==> config.mk <==
export PLATFORM = sky130hd
export DESIGN_NAME = mem_write_buffer
export DESIGN_NICKNAME = d
export VERILOG_FILES = /design/src/rtl/mem_pkg.sv /design/src/rtl/wb_fifo_core.sv /design/src/rtl/mem_write_buffer.sv
export SDC_FILE = /design/constraint.sdc
export NUM_CORES = 1
export LEC_CHECK = 0
export CAP_MARGIN = 20
export CORE_MARGIN = 2
export CORE_UTILIZATION = 29
export CTS_CLUSTER_DIAMETER = 100
export CTS_CLUSTER_SIZE = 20
export DETAILED_ROUTE_END_ITERATION = 8
export GPL_TIMING_DRIVEN = 0
export MAX_ROUTING_LAYER = met4
export SLEW_MARGIN = 20
export SYNTH_ARGS = -nofsm -noshare
export SYNTH_HDL_FRONTEND = slang
export SYNTH_HIERARCHICAL = 1
export SYNTH_SLANG_ARGS = --single-unit
==> constraint.sdc <==
create_clock -name clk -period 5.8 [get_ports clk]
set_input_delay 1.16 -clock clk [delete_from_list [all_inputs] [get_ports clk]]
set_output_delay 1.16 -clock clk [all_outputs]
set_load 0.1 [all_outputs]
==> src/rtl/mem_pkg.sv <==
// Shared definitions for the data-memory write path: MEM geometry and
// the posted-write buffer drain FSM states.
package mem_pkg;
  localparam int MEM_AW = 5;
  localparam int MEM_DW = 32;

  typedef enum logic [1:0] {IDLE, DRAIN, PAUSE} wb_state_e;
endpackage

==> src/rtl/wb_fifo_core.sv <==
// Storage, pointers, occupancy and per-entry valid bits for the write buffer.
// Entries are exposed whole so the top level can run the forwarding scan.
module wb_fifo_core
  import mem_pkg::*;
#(
  parameter  int DEPTH = 4,
  parameter  int AW    = MEM_AW,
  parameter  int DW    = MEM_DW,
  localparam int PW    = $clog2(DEPTH),
  localparam int CW    = PW + 1
) (
  input  logic                       clk,
  input  logic                       rst_n,
  input  logic                       i_push,
  input  logic                       i_pop,
  input  logic                       i_ovr,
  input  logic [AW-1:0]              i_dir,
  input  logic [DW-1:0]              i_din,
  output logic [CW-1:0]              o_count,
  output logic [PW-1:0]              o_tail,
  output logic [DEPTH-1:0]           o_vld,
  output logic [DEPTH-1:0][AW-1:0]   o_dir,
  output logic [DEPTH-1:0][DW-1:0]   o_din,
  output logic [AW-1:0]              o_head_dir,
  output logic [DW-1:0]              o_head_din
);
  logic [PW-1:0]             r_head, r_tail;
  logic [CW-1:0]             r_count;
  logic [DEPTH-1:0]          r_vld;
  logic [DEPTH-1:0][AW-1:0]  r_dir;
  logic [DEPTH-1:0][DW-1:0]  r_din;
  logic [PW-1:0]             w_newest;

  assign w_newest = r_tail - PW'(1);

  always_ff @(posedge clk) begin
    if (!rst_n) begin
      r_head  <= '0;
      r_tail  <= '0;
      r_count <= '0;
      r_vld   <= '0;
    end else begin
      if (i_pop) begin
        r_vld[r_head] <= 1'b0;
        r_head        <= r_head + PW'(1);
      end
      if (i_push) begin
        r_vld[r_tail] <= 1'b1;
        r_tail        <= r_tail + PW'(1);
      end
      r_count <= r_count + CW'(i_push) - CW'(i_pop);
    end
  end

  // Payload needs no reset: the valid bits gate every consumer.
  always_ff @(posedge clk) begin
    if (i_push) begin
      r_dir[r_tail] <= i_dir;
      r_din[r_tail] <= i_din;
    end
    if (i_ovr) r_din[w_newest] <= i_din;
  end

  assign o_count    = r_count;
  assign o_tail     = r_tail;
  assign o_vld      = r_vld;
  assign o_dir      = r_dir;
  assign o_din      = r_din;
  assign o_head_dir = r_dir[r_head];
  assign o_head_din = r_din[r_head];
endmodule

==> src/rtl/mem_write_buffer.sv <==
// Posted-write buffer in front of the 32x32 data memory, with read forwarding.
// Optional MEM_WRITE_BUFFER_COALESCE_EN merges a push into the newest entry on address match.
module mem_write_buffer
  import mem_pkg::*;
#(
  parameter  int DEPTH = 4,
  parameter  int AW    = MEM_AW,
  parameter  int DW    = MEM_DW,
  localparam int CW    = $clog2(DEPTH) + 1
) (
  input  logic          clk,
  input  logic          rst_n,
  input  logic          in_valid,
  output logic          in_ready,
  input  logic [AW-1:0] in_dir,
  input  logic [DW-1:0] in_din,
  input  logic          drain_en,
  output logic          Ewr,
  output logic [AW-1:0] Dir,
  output logic [DW-1:0] Din,
  input  logic [AW-1:0] rd_dir,
  output logic          rd_hit,
  output logic [DW-1:0] rd_data,
  output logic [CW-1:0] count
);
  localparam int            PW   = $clog2(DEPTH);
  localparam logic [CW-1:0] FULL = CW'(DEPTH);

  wb_state_e                r_state, w_state_nxt;
  logic                     w_push, w_alloc, w_ovr, w_pop, w_coal;
  logic [PW-1:0]            w_tail, w_k;
  logic [DEPTH-1:0]         w_vld;
  logic [DEPTH-1:0][AW-1:0] w_dir;
  logic [DEPTH-1:0][DW-1:0] w_din;
  logic [AW-1:0]            w_head_dir;
  logic [DW-1:0]            w_head_din;

  wb_fifo_core #(.DEPTH(DEPTH), .AW(AW), .DW(DW)) u_core (
    .clk       (clk),
    .rst_n     (rst_n),
    .i_push    (w_alloc),
    .i_pop     (w_pop),
    .i_ovr     (w_ovr),
    .i_dir     (in_dir),
    .i_din     (in_din),
    .o_count   (count),
    .o_tail    (w_tail),
    .o_vld     (w_vld),
    .o_dir     (w_dir),
    .o_din     (w_din),
    .o_head_dir(w_head_dir),
    .o_head_din(w_head_din)
  );

  assign w_pop = (r_state == DRAIN) && drain_en;

`ifdef MEM_WRITE_BUFFER_COALESCE_EN
  // Merging into an entry that leaves this cycle would lose the data.
  logic [AW-1:0] w_new_dir;
  assign w_new_dir = w_dir[w_tail - PW'(1)];
  assign w_coal    = (count != '0) && (w_new_dir == in_dir) &&
                     !(w_pop && (count == CW'(1)));
`else
  assign w_coal = 1'b0;
`endif

  assign in_ready = (count < FULL) || w_coal;
  assign w_push   = in_valid && in_ready;
  assign w_alloc  = w_push && !w_coal;
  assign w_ovr    = w_push && w_coal;

  always_ff @(posedge clk) begin
    if (!rst_n) r_state <= IDLE;
    else        r_state <= w_state_nxt;
  end

  always_comb begin
    w_state_nxt = r_state;
    case (r_state)
      IDLE:    if (w_push) w_state_nxt = DRAIN;
      DRAIN:   if (!drain_en)                        w_state_nxt = PAUSE;
               else if (count == CW'(1) && !w_push)  w_state_nxt = IDLE;
      PAUSE:   if (drain_en) w_state_nxt = DRAIN;
      default: w_state_nxt = IDLE;
    endcase
  end

  always_ff @(posedge clk) begin
    if (!rst_n) begin
      Ewr <= 1'b0;
      Dir <= '0;
      Din <= '0;
    end else begin
      Ewr <= w_pop;
      if (w_pop) begin
        Dir <= w_head_dir;
        Din <= w_head_din;
      end
    end
  end

  // Newest-first scan; i == DEPTH lands on the oldest slot when full.
  always_comb begin
    rd_hit  = 1'b0;
    rd_data = '0;
    w_k     = '0;
    for (int i = 1; i <= DEPTH; i++) begin
      w_k = w_tail - PW'(i);
      if (!rd_hit && w_vld[w_k] && (w_dir[w_k] == rd_dir)) begin
        rd_hit  = 1'b1;
        rd_data = w_din[w_k];
      end
    end
  end
endmodule

==> results of run 1 <==
[Yosys cell counts (10+ instances only)]
library cell / count
mux2i_1: 216
dfxtp_1: 179
mux2_4: 120
nand2_1: 79
o22ai_1: 67
nor3_1: 64
clkbuf_1: 58
mux4_2: 42
a21boi_0: 41
a21oi_1: 35
a211oi_1: 32
a221o_1: 32
buf_2: 23
edfxtp_1: 20
xnor2_1: 18
buf_6: 17
ha_1: 14
and2_1: 11
mux2_2: 11
inv_1: 10
xor2_1: 10
[routing by layer]
metal  share of wire  track usage  up-vias
met3           0.061      0.03977       81
met4           0.036      0.09005        0
met2            0.45       0.2674      391
met5               0            -        -
met1            0.45       0.2377     5121
li1                -            -     4673
[final timing paths]
path	endpoint	slack (ns)
worst min register to register	Din[7]$_SDFFE_PN0P_	0.47
worst max register to register	u_core/o_count[2]$_SDFF_PN0_	2.79
worst max-delay path	rd_data[30]	0.17
worst min-delay path	Din[7]$_SDFFE_PN0P_	0.47
[report_power, final]
part           leakage [nW]  switching, W  total [W]  internal (W)
sequential             1.68      0.000512    0.00241       0.00189
combinational          3.85       0.00168    0.00327       0.00158
clock                 0.286      0.000640    0.00126      0.000617
[kinds of logic after synthesis]
family                     count (synthesis)
muxes                                    389
AOI/OAI and AO/OA                        227
DFF                                      199
and+or+nand+nor                          177
buffers and inverters                    121
xor gates and xnor gates                  29
adders and majority gates                 15
other                                      1
[flip-flops by register name, indices dropped and copies added, names as in the netlist, 2 cells and up]
signal          cells
u_core/o_vld        4
u_core/o_dir       20
u_core/o_count      3
r_state             2
u_core/o_din      128
Din                32
Dir                 5
u_core/o_tail       2
u_core/r_head       2
[worst max-delay path, cell delays in order]
cell and delay [ns]:
buf_2 0.16, xnor2_1 0.74, or3_1 0.23, clkbuf_1 0.29, nand2_1 0.16, a2111oi_4 0.60
buf_6 0.25, a221o_1 0.28, clkdlybuf4s15_2 0.59
[through the flow]
stage	instances	total power (W)	setup TNS, ns	utilization	hold WS, ns
after detailed placement	1868	0.005655	-12.17	0.3356	0.4575
after global placement	1868	0.005582	-10.49	0.3356	0.4532
after global routing	1903	0.007282	0	0.3505	0.4895
final	1903	0.006932	0	0.3505	0.4651
after CTS	1900	0.006931	0	0.3501	0.4694
after floorplan	1161	0.004868	0	-	0.4960
[cell type report]
cell class / count / area, um^2 / share of cell area
diodes: 3 / 7.507 / 0.0004865
inverters: 11 / 41.29 / 0.002676
plain buffers: 110 / 591.8 / 0.03835
well taps: 592 / 740.7 / 0.04800
multi-input cells: 841 / 8075 / 0.5233
clock inverters: 15 / 173.9 / 0.01127
repair buffers: 115 / 1191 / 0.07719
clock buffers: 17 / 425.4 / 0.02757
flip-flops and latches: 199 / 4184 / 0.2711
==> metrics.md, run 1 <==
| Metric | Value |
|---|---|
| Status | complete, no violations |
| Peak VDD IR | 0.0002222 V |
| Setup Buffers After CTS | 0 |
| FP Rows | 77 |
| Maximum clock path buffer count | 2 |
| Unrepaired setup endpoints after global routing | false |
| HP Class | flip-flop to flip-flop |
| Cell taking the most area after synthesis | dfxtp_1 |
| Cell variety after synth | 49 |
| Multiplexer area fraction after synthesis | 0.3910 |
| Post-route ant nets | 0 |
| Top FF cell, synth | dfxtp_1 |
| Min setup slack post-route | 0.1715 ns |
| Global-route wire length before repair | 62360 um |
| Leakage | 5.811 nW |
| CTS sink cnt | 199 |
| Seq/Total Area, Yosys | 0.3250 |
| Clock Skew | 0.01598 ns |
| Minimum clock period | 5.629 ns |
| Vias post-DR | approximately 10000 |
| # H-tree levels | 4 |
| Synthesis Warnings | 6 |
| Synth async-reset ratio | 0 |
| Wire per inst | approximately 22 um |
| Top post-synthesis cells by area | dfxtp_1 28%, mux2i_1 17%, mux2_4 14% |
| #FFs+latches synth | 199 |
| Crit path from | rd_dir[0] |
| CP arrival | about 4.5 ns |
| Commonest non-fill, non-tap cell in the layout | mux2i_1 |
| Compound-Gate Fraction of Synth Area | 0.1330 |
| Netlist Area Pre-Place | approximately 13000 um^2 |
| Post-cts sizing count | 97 |
| Die area | 46090 um^2 |
| Worst-path clk slew | 0.09 ns |
| MaxCap Viol Count | 0 |
| Final worst path period share | 0.9704 |
| Post-Synth Adder-Cell Area | 0.01516 |
| Vias in the first global route | between 10000 and 15000 |
| Achievable Freq | 177.7 MHz |
| GRT Overall Usage | 0.1827 |
| Port Buf Inserts | roughly 120 |
| Share of the synthesized area in the top cell type | 0.2784 |
| GP Congestion | 0.9066 |
| FF-to-FF path depth | 9 |
| Initial DRC count | 919 |
| CP max FO | 10 |
| Via density | 5.395 |
| Initial antenna violation count | 3 |
| Post-route DRC | 0 |
| Die W | 214.7 um |
| Routed wire length | 41290 um |
| Most frequent cells in the layout | 216 x mux2i_1, 179 x dfxtp_1, 120 x mux2_4 |
| Place WS | -0.4392 ns |
| Starting density of the core | 0.2924 |
| Worst skew pair latency | 0.50 ns |
| Layout fillers | 4422 |
| TritonRoute pass-1 iters | 5 |
| Total gr overflow | 0 |
| Avg Inst Size Synth | 11.12 um^2 |
| Cell area after layout | 15430 um^2 |
| Hold Path Origin | Din[7]$_SDFFE_PN0P_ |
| Final hold violations | 0 |
| Setup Crit Path Kind | input port to output port |
| Worst Setup End Kind | output port |
| Total CTS buffers | 17 |
| Post-place instance area | 14780 um^2 |
| Largest net degree at the start of global routing | 21 |
| Final setup viols | 0 |
| Share of cells above drive strength 1 | 0.2232 |
| Rel. slew slack | 0.3191 |
| Nets | 1356 |
| Detailed placer's ending HPWL | 28890 um |
| Pwr per Cell Area | ~450 nW/um^2 |
| Worst endpoint required time | 4.64 ns |
| EDFF count, synth | 20 |
| Worst Setup Start Kind | input port |
| Core footprint | around 44000 um^2 |
| Combinational family with the most area after synthesis | multiplexers |
| FF-to-FF Start | r_state[1]$_SDFFE_PN0P_ |
| Clk root buf | clkbuf_16 |
| Simple-gate share of the synthesized area | 0.06560 |
| # IOs | between 100 and 150 |
| Die Y | 214.7 um |
| Worst-margin pin slew | 1.018 ns |
| Slew Limit Fails | 0 |
| Hold Path Depth | 2 |
| Area Overhead vs Synth | 19.87% |
| Post-cts hold buffer count | 0 |
| Post-synthesis instance total | 1158 |
| CTS tree | yes |
| Synth Area in XOR/XNOR | 0.02080 |
Note: power is estimated with default switching activity, not from simulation.
==> run 2: changes to the inputs <==
--- a/config.mk
+++ b/config.mk
@@ -11,6 +11,7 @@
 export CTS_CLUSTER_DIAMETER = 100
 export CTS_CLUSTER_SIZE = 20
 export DETAILED_ROUTE_END_ITERATION = 8
+export GPL_ROUTABILITY_DRIVEN = 0
 export GPL_TIMING_DRIVEN = 0
 export MAX_ROUTING_LAYER = met4
 export SLEW_MARGIN = 20
==> results of run 2 <==
Final layout, timing and power as in run 1 (identical DEF).
==> run 3: changes to the inputs <==
--- a/config.mk
+++ b/config.mk
@@ -5,8 +5,8 @@
 export SDC_FILE = /design/constraint.sdc
 export NUM_CORES = 1
 export LEC_CHECK = 0
+export ABC_CLOCK_PERIOD_IN_PS = 5800
 export CAP_MARGIN = 20
-export CORE_MARGIN = 2
 export CORE_UTILIZATION = 29
 export CTS_CLUSTER_DIAMETER = 100
 export CTS_CLUSTER_SIZE = 20
==> metrics.md, run 3 (synthesized netlist as in run 1, its figures left out) <==
| Metric | Value |
|---|---|
| Status | complete, no violations |
| Die Y | 212.7 um (-0.93%) |
| Core footprint | 43460 um^2 (-1.3%) |
| Peak VDD IR | 0.0002784 V (+25%) |
| Vias in the first global route | 10330 (+1.2%) |
| Pwr per Cell Area | 444.1 nW/um^2 (-1.1%) |
| Worst Setup End Kind | output port |
| Vias post-DR | 10050 (-2.1%) |
| Core Util, Final | 0.3545 (+0.004036) |
| Clock power share | 0.173 (-0.008) |
| Nets | 1356 (unchanged) |
| CTS sink cnt | 199 (unchanged) |
| Post-cts hold buffer count | 0 (unchanged) |
| GRT Overall Usage | 0.1894 (+0.006688) |
| Via density | 5.301 (-1.7%) |
| Total CTS buffers | 17 (unchanged) |
| Detailed placer's ending HPWL | 28740 um (-0.55%) |
| Routed wire length | 40920 um (-0.90%) |
| Hold Path Depth | 2 (unchanged) |
| Rel. slew slack | 0.2308 (-0.08826) |
| Final hold violations | 0 (unchanged) |
| Largest net degree at the start of global routing | 18 (-14%) |
| Worst Setup Start Kind | input port |
| Setup TNS Final | 0 ns (unchanged) |
| Die area | 45240 um^2 (-1.9%) |
| FF-to-FF path depth | 9 (unchanged) |
| Hold worst-path end | Din[8]$_SDFFE_PN0P_ |
| TritonRoute pass-1 iters | 5 (unchanged) |
| Initial antenna violation count | 3 (unchanged) |
| Clock Skew | 0.01047 ns (-0.005511 ns) |
| Logic pwr share | 0.477 (+0.006) |
| Final setup viols | 0 (unchanged) |
| Worst hold slack | 0.4629 ns (-0.002218 ns) |
| Clk root buf | clkbuf_16 |
| Post-Layout Cell Count | 1896 (-0.37%) |
| Layout fillers | 4361 (-1.4%) |
| FF-to-FF Start | r_state[1]$_SDFFE_PN0P_ |
| Internal | 0.004091 W (-0.12%) |
| Starting density of the core | 0.2962 (+0.003847) |
| # IOs | 121 (unchanged) |
| Slew Limit Fails | 0 (unchanged) |
| Max FFs per register | 128 (unchanged) |
| Post-cts sizing count | 99 (+2.1%) |
| Achievable Freq | 174.4 MHz (-1.8%) |
| HP Class | flip-flop to flip-flop |
| Commonest non-fill, non-tap cell in the layout | mux2i_1 |
| Worst-path clk slew | 0.07 ns (-0.02 ns) |
| Hold Path Origin | Din[8]$_SDFFE_PN0P_ |
| Worst skew pair latency | 0.46 ns (-0.04 ns) |
| FF-to-FF End | u_core/o_count[2]$_SDFF_PN0_ |
| Unrepaired setup endpoints after global routing | false |
| CTS tree | yes |
| CP max FO | 10 (unchanged) |
| Flop pwr share | 0.351 (+0.004) |
| Leakage | 5.800 nW (-0.20%) |
| Final total power | 0.006842 W (-1.3%) |
| Final worst path period share | 0.9887 (+0.01828) |
| Sw Share | 0.4021 (-0.006996) |
| CP arrival | 4.57 ns (+0.10 ns) |
| Setup Buffers After CTS | 0 (unchanged) |
| Share of cells above drive strength 1 | 0.2232 (unchanged) |
| Crit path from | rd_dir[0] |
| Global-route wire length before repair | 62730 um (+0.59%) |
| Minimum clock period | 5.735 ns (+0.1060 ns) |
| Die W | 212.7 um (-0.93%) |
| Net switching power | 0.002751 W (-3.0%) |
| Post-route ant nets | 0 (unchanged) |
| Reg-to-reg slack, setup | 2.96 ns (+0.17 ns) |
| Setup Crit Path Kind | input port to output port |
| Placed insts | 1861 (-0.37%) |
| FP Rows | 76 (-1.3%) |
| Wire per inst | 21.58 um (-0.54%) |
| Port Buf Inserts | 115 (unchanged) |
| Total gr overflow | 0 (unchanged) |
| # H-tree levels | 4 (unchanged) |
| Initial DRC count | 768 (-16%) |
| Area Overhead vs Synth | 19.67% |
| Most frequent cells in the layout | 215 x mux2i_1, 179 x dfxtp_1, 120 x mux2_4 |
| MaxCap Viol Count | 0 (unchanged) |
| Post-route DRC | 0 (unchanged) |
| Worst-margin pin slew | 1.144 ns (+0.1261 ns) |
| Maximum clock path buffer count | 2 (unchanged) |
| Worst endpoint required time | 4.64 ns (about the same) |
run 3: cell count changes in the layout (fill, tap and decap cells not counted), sizes merged:
cell / change
inv: -4
clkinvlp: +1
dlygate4sd2: +1
clkbuf: +3
clkdlybuf4s15: -1
run 3: layer usage:
layer | up-vias | wire (um) | track usage
met1 | 5024 | 18670 | 0.2435
met3 | 51 | 1968 | 0.03162
met4 | 0 | 920 | 0.05706
met2 | 291 | 19370 | 0.3040
met5 | - | 0 | -
li1 | 4685 | - | -
run 3: how the worst max path moves through the flow:
stage                       end  cells after the start
floorplan           rd_data[10]                      9
global route        rd_data[21]                     11
detailed placement  rd_data[11]                      9
global placement    rd_data[11]                      9
CTS                 rd_data[21]                     10
finish              rd_data[21]                      9
run 3: power by group through the flow:
stage	sequential [W]	combinational (W)	clock (W)
final	0.00240	0.00326	0.00118
after global routing	0.00247	0.00346	0.00126
after CTS	0.00239	0.00325	0.00121
after detailed placement	0.00241	0.00324	0
after global placement	0.00238	0.00319	0
after floorplan	0.00248	0.00238	0
run 3: layout make-up:
class | count | area, um^2 | area share
repair buffers | 115 | 1190 | 0.07724
multi-input cells | 841 | 8095 | 0.5255
clock buffers | 20 | 446.7 | 0.02899
flip-flops and latches | 199 | 4184 | 0.2716
diodes | 3 | 7.507 | 0.0004873
clock inverters | 12 | 117.6 | 0.007634
well taps | 585 | 732.0 | 0.04751
plain buffers | 110 | 591.8 | 0.03841
inverters | 11 | 41.29 | 0.002680
run 3: metrics by stage:
stage,cell area (um^2),setup slack [ns]
6_report,15410,0.06546
5_1_grt,15410,0.0008153
4_1_cts,15390,0.1372
3_5_place_dp,14770,-0.6093
3_3_place_gp,14770,-0.5696
2_1_floorplan,12880,1.092
run 3: worst max-delay path, cell delays in order:
cell	delay, ns
buf_2	0.16
xnor2_2	0.54
or3_1	0.19
buf_1	0.44
a21oi_1	0.24
nor3b_2	0.55
buf_2	0.37
a221o_1	0.31
clkdlybuf4s15_2	0.59
